`src/rtl/click_pkg.sv`:
```
// Shared types and defaults for the multi-click button decoder.
package click_pkg;

   typedef enum logic {
      IDLE     = 1'b0,
      COUNTING = 1'b1
   } click_state_e;

   localparam int unsigned DEFAULT_WINDOW     = 25000000;
   localparam int unsigned DEFAULT_MAX_CLICKS = 3;
   localparam int unsigned CNT_W              = 2;

endpackage

```
`src/rtl/window_timer.sv`:
```
// Saturating gap timer: counts idle cycles between presses of one sequence.
module window_timer #(
   parameter int unsigned WINDOW = 25000000
) (
   input  logic clk,
   input  logic rst_n,
   input  logic clear,
   input  logic enable,
   output logic expired
);

   localparam int unsigned TW = $clog2(WINDOW);
   localparam logic [TW-1:0] LAST = TW'(WINDOW - 1);

   logic [TW-1:0] cnt_q;
   logic [TW-1:0] cnt_d;

   assign expired = (cnt_q == LAST);

   // Holds at LAST rather than wrapping; the FSM closes on that value.
   always_comb begin
      cnt_d = cnt_q;
      if (clear) begin
         cnt_d = '0;
      end else if (enable && !expired) begin
         cnt_d = cnt_q + TW'(1);
      end
   end

   always_ff @(posedge clk or negedge rst_n) begin
      if (!rst_n) begin
         cnt_q <= '0;
      end else begin
         cnt_q <= cnt_d;
      end
   end

endmodule

```
`src/rtl/click_decoder.sv`:
```
// Groups debounced press pulses into single/double/triple click events.
module click_decoder
   import click_pkg::*;
#(
   parameter int unsigned WINDOW     = DEFAULT_WINDOW,
   parameter int unsigned MAX_CLICKS = DEFAULT_MAX_CLICKS
) (
   input  logic             CLK,
   input  logic             RST_N,
   input  logic             Press,
   output logic             Event,
   output logic [CNT_W-1:0] Count,
   output logic             Busy
);

   localparam logic [CNT_W-1:0] MAX_CNT = CNT_W'(MAX_CLICKS);

   click_state_e     state_q, state_d;
   logic [CNT_W-1:0] presses_q, presses_d;
   logic             event_q, event_d;
   logic [CNT_W-1:0] count_q, count_d;

   logic             close_s;
   logic [CNT_W-1:0] fin_cnt;
   logic [CNT_W-1:0] presses_inc;
   logic             tmr_clear;
   logic             tmr_en;
   logic             tmr_expired;

   assign presses_inc = presses_q + CNT_W'(1);

   window_timer #(
      .WINDOW(WINDOW)
   ) u_timer (
      .clk    (CLK),
      .rst_n  (RST_N),
      .clear  (tmr_clear),
      .enable (tmr_en),
      .expired(tmr_expired)
   );

   always_comb begin
      state_d   = state_q;
      presses_d = presses_q;
      close_s   = 1'b0;
      fin_cnt   = presses_q;
      tmr_clear = 1'b0;
      tmr_en    = 1'b0;
      unique case (state_q)
         IDLE: begin
            tmr_clear = 1'b1;
            if (Press) begin
               if (MAX_CNT == CNT_W'(1)) begin
                  close_s = 1'b1;
                  fin_cnt = CNT_W'(1);
               end else begin
                  state_d   = COUNTING;
                  presses_d = CNT_W'(1);
               end
            end
         end
         COUNTING: begin
            // A press on the expiry cycle wins over the timeout.
            if (Press) begin
               tmr_clear = 1'b1;
               if (presses_inc == MAX_CNT) begin
                  close_s   = 1'b1;
                  fin_cnt   = presses_inc;
                  state_d   = IDLE;
                  presses_d = '0;
               end else begin
                  presses_d = presses_inc;
               end
            end else if (tmr_expired) begin
               close_s   = 1'b1;
               fin_cnt   = presses_q;
               state_d   = IDLE;
               presses_d = '0;
               tmr_clear = 1'b1;
            end else begin
               tmr_en = 1'b1;
            end
         end
      endcase
      event_d = close_s;
      count_d = close_s ? fin_cnt : '0;
   end

   always_ff @(posedge CLK or negedge RST_N) begin
      if (!RST_N) begin
         state_q   <= IDLE;
         presses_q <= '0;
         event_q   <= 1'b0;
         count_q   <= '0;
      end else begin
         state_q   <= state_d;
         presses_q <= presses_d;
         event_q   <= event_d;
         count_q   <= count_d;
      end
   end

   assign Event = event_q;
   assign Count = count_q;
   assign Busy  = (state_q == COUNTING);

endmodule

```
`config.mk`:
```
export PLATFORM = sky130hd
export DESIGN_NAME = click_decoder
export DESIGN_NICKNAME = d
export VERILOG_FILES = /design/src/rtl/click_pkg.sv /design/src/rtl/window_timer.sv /design/src/rtl/click_decoder.sv
export SDC_FILE = /design/constraint.sdc
export NUM_CORES = 1
export LEC_CHECK = 0
export CAP_MARGIN = 5
export CELL_PAD_IN_SITES_DETAIL_PLACEMENT = 0
export CELL_PAD_IN_SITES_GLOBAL_PLACEMENT = 2
export CORE_AREA = 2 2 86 63
export DETAILED_ROUTE_END_ITERATION = 7
export DIE_AREA = 0 0 88 65
export DONT_BUFFER_PORTS = 1
export GPL_TIMING_DRIVEN = 0
export PLACE_DENSITY = 0.81
export SYNTH_ARGS = -nofsm -noshare
export SYNTH_HDL_FRONTEND = slang
export SYNTH_HIERARCHICAL = 1
export SYNTH_SLANG_ARGS = --single-unit
export TNS_END_PERCENT = 100
```
`constraint.sdc`:
```
create_clock -name CLK -period 2.5 [get_ports CLK]
set_clock_uncertainty 0.15 [all_clocks]
set_input_delay 0.5 -clock CLK [delete_from_list [all_inputs] [get_ports CLK]]
set_output_delay 0.5 -clock CLK [all_outputs]
set_load 0.02 [all_outputs]
```
==> results by group <==
Pwr
  • Power density cells: about 480 nW/um^2
  • VDD IR max: 270 uV
  • LEAKAGE: 0.913 nW

Detailed routing
  • Average wire per standard cell: roughly 15 microns
  • Total wire length: 4140 microns
  • Vias/cell: ~5.1
  • Antenna viol nets, final: 0
  • Via count of the routed design: 1425
  • DRC Markers: 0
  • DRT Pass-1 Iters: 4
  • Initial DRC count: between 80 and 90

Timing
  • Slew HR: 0.645
  • Post-route clock period utilization: 0.997
  • Slew Limit Fails: 0
  • Hold Vio Cnt, Final: 0
  • Final setup viols: 0
  • RSZ-0062 raised after global routing: yes
  • Crit path time final: about 2.5 ns
  • Setup TNS: 0 ns
  • Least-Margin Pin Slew: ~0.53 ns
  • Fmax: between 0.4 and 0.5 GHz
  • Fin worst setup slack: ~0.0075 ns

Critical path
  • CP required: about 2.5 ns
  • FF-to-FF End: u_timer/cnt_q[12]
  • R2r worst-path depth: 12
  • Worst path cell trace: ha_4, and4b_1, nand4_4, nor2_4, nor3b_4, buf_6, buf_6, nand4_1, nor3_4, and3_4, xnor2_2, nor2_1
  • CP Data Arrival Time: around 2.5 ns
  • Crit. End Element: flip-flop
  • Worst Setup SP: u_timer/cnt_q[1]
  • CP max stage delay: about 0.41 ns
  • Critical Path Most Common Cell: buf_6
  • CP max FO: 4
  • Element type at the critical path start: flip-flop
  • Reg-to-reg startpoint: u_timer/cnt_q[1]
  • WS Path Type: flip-flop to flip-flop
  • Slowest-stage cell, CP: dfrtp_1
  • Setup slack, reg-to-reg: between 0.007 and 0.008 ns

Place
  • RD Place Congestion: 0.784
  • Input/output buffers: 0
  • DPL Wire Length: 2690 microns
  • DP Worst Slack: -0.370 ns

Synth
  • #FFs+latches synth: 31
  • Ys Warns: 6
  • Synthesized area: around 1700 sq um
  • Top_reg_cell synth: dfrtp_1
  • Syn Nets: between 150 and 200
  • Cell variety after synth: 39
  • Syn Area/Cell: 9.52 sq um
  • Register area share after synthesis: 0.458
  • Cell count after synthesis: about 180
  • Number of flops mapped to enable cells by yosys: 0
  • Async SR Flop Fraction: 1.00

Clock tree
  • Clk_lat worst skew: ~0.28 ns
  • Clk slew on worst S/H paths: around 0.06 ns
  • Htree depth: 2
  • Max Root-Sink Buffers: 2
  • CTS tree: built
  • TritonCTS Buffers: 5
  • Clock root cell: clkbuf_8
  • Sink Count: 31

Floorplan
  • Core area: between 4000 and 5000 sq um
  • Initial Utilization: 0.340
  • Die Wd: roughly 88 microns
  • Row count: 22
  • Die area: ~5700 sq um
  • IO Pins: 7
  • Die H: between 60 and 70 microns

Global routing
  • Vias in the first global route: around 1400
  • First-pass GRT wire length: around 7100 microns
  • Total congestion overflow: 0
  • GRT Total Usage: 0.162
  • Initial antenna violation count: 0
  • Largest net degree at the start of global routing: 32

Run
  • Max Cap Viol: 0

Status
  • Outcome: completed

Final layout
  • Final Util: 0.436
  • Layout cells sized above 1: 0.269
  • Fillers: just under 500
  • Final antenna diode count: 0
  • Layout area overhead: 28.0%
  • NumNets Final: 215

Min path
  • Worst Hold Depth: 2
  • Min-delay worst type: flip-flop to flip-flop
  • Hold Crit Start: u_timer/cnt_q[24]
  • Worst Hold End: u_timer/cnt_q[24]
## through the flow
step / cell area [sq um] / hold WS [ns] / instances / power, mW
2_1_floorplan: 1720 / 0.0544 / 178 / 0.596
3_3_place_gp: 1810 / 0.0555 / 250 / 0.611
3_5_place_dp: 1810 / 0.0555 / 250 / 0.616
4_1_cts: 2050 / 0.412 / 271 / 1.05
5_1_grt: 2170 / 0.445 / 280 / 1.10
6_report: 2170 / 0.412 / 280 / 1.04
## flip-flops by register name, indices dropped and copies added, names as in the netlist
name / count
u_timer/cnt_q: 25
Count: 2
Busy: 1
Event: 1
presses_q: 2
## how the worst max path moves through the flow
stage	slack, ns	end
finish	0.007	u_timer/cnt_q[12]
global route	-0.1	u_timer/cnt_q[12]
CTS	0.002	u_timer/cnt_q[15]
detailed placement	-0.37	u_timer/cnt_q[20]
global placement	-0.34	u_timer/cnt_q[20]
floorplan	-0.02	u_timer/cnt_q[20]
## Yosys cell counts, types with 2 or more instances
| cell | count | share of area |
|---|---|---|
| dfrtp_1 | 31 | 0.46 |
| nor2_1 | 23 | 0.051 |
| nand2_1 | 18 | 0.040 |
| nand3_1 | 11 | 0.032 |
| xor2_1 | 11 | 0.057 |
| nor2b_1 | 7 | 0.026 |
| o21ai_0 | 7 | 0.021 |
| or4_1 | 6 | 0.027 |
| a21oi_1 | 5 | 0.015 |
| nand4_1 | 5 | 0.018 |
| and3_1 | 4 | 0.015 |
| ha_1 | 4 | 0.030 |
| inv_1 | 4 | 0.0089 |
| and4_1 | 3 | 0.016 |
| nor3_1 | 3 | 0.0089 |
| o31ai_1 | 3 | 0.013 |
| xnor2_1 | 3 | 0.016 |
| clkbuf_1 | 2 | 0.0044 |
| mux2i_1 | 2 | 0.012 |
| nand2b_1 | 2 | 0.0074 |
| nand4_2 | 2 | 0.015 |
| nand4b_1 | 2 | 0.010 |
| nor4_1 | 2 | 0.0074 |
| o211ai_1 | 2 | 0.0089 |
| or3_1 | 2 | 0.0074 |
## kinds of logic (layout without fill, tap and decap cells)
family / count (synthesis) / after routing / synth area share
AO/OA/AOI/OAI: 21 / 21 / 0.0804
adder cells (fa/ha/maj): 4 / 4 / 0.0295
XOR/XNOR: 14 / 14 / 0.0723
AND/OR/NAND/NOR: 96 / 96 / 0.317
multiplexers: 4 / 4 / 0.0251
buffers and inverters: 8 / 38 / 0.0184
flip-flops: 31 / 31 / 0.458
## routing by layer
| layer | vias up | global-route usage | wire (microns) |
|---|---|---|---|
| met1 | 716 | 0.241 | 2230 |
| met3 | 4 | 0.0420 | 94 |
| met4 | 0 | 0.0462 | 16 |
| met2 | 15 | 0.230 | 1800 |
| met5 | - | 0 | 0 |
| li1 | 690 | - | - |
## worst max-delay path: cells and delay by family (launching register included)
family | cells | cell delay [ns]
adders and majority gates | 1 | 0.18
xor gates and xnor gates | 1 | 0.10
and+or+nand+nor | 8 | 1.29
DFF | 1 | 0.41
buffers and inverters | 2 | 0.23
## where the power goes
| group | internal (mW) | leakage (nW) | switching (mW) |
|---|---|---|---|
| sequential | 0.513 | 0.425 | 0.0195 |
| combinational | 0.0477 | 0.442 | 0.0629 |
| clock | 0.216 | 0.0470 | 0.183 |
## timing repair
action	CTS	global route
hold buffers	2	0
pin swaps	7	14
setup buffers	12	9
endpoints found under the hold margin	31	0
endpoints found under the setup margin	25	24
gates resized for setup	8	16
## placed cells by master (no fill, tap or decap), types with 2 or more instances in the layout
master | synthesis | routed
nand4_4 | 0 | 2
and3_1 | 4 | 2
buf_6 | 0 | 2
dfrtp_1 | 31 | 30
o31ai_1 | 3 | 3
nand4_1 | 5 | 5
xnor2_1 | 3 | 2
nor2_4 | 0 | 2
buf_2 | 1 | 3
nand4b_1 | 2 | 2
nor2b_1 | 7 | 7
buf_4 | 0 | 19
clkbuf_8 | 0 | 6
mux2i_1 | 2 | 2
and3_4 | 0 | 2
nand3_1 | 11 | 11
a21oi_1 | 5 | 4
nand2b_1 | 2 | 2
o21ai_1 | 0 | 2
inv_1 | 4 | 3
nor4_2 | 1 | 2
nand2_1 | 18 | 17
xor2_1 | 11 | 11
ha_1 | 4 | 3
o211ai_1 | 2 | 2
or4_1 | 6 | 6
o21ai_0 | 7 | 5
nor2_1 | 23 | 21
and4_1 | 3 | 2
## final cells by class
class,count,area [sq um],area share
Inverter,4,15.0,0.00692
Clock inverter,1,5.00,0.00231
Sequential cell,31,777,0.358
Timing Repair Buffer,23,195,0.0899
Clock buffer,6,82.6,0.0380
Multi-Input combinational cell,139,986,0.454
Buffer,4,20.0,0.00922
Tap cell,72,90.1,0.0415
No activity file was read; power rests on OpenSTA's default activity.
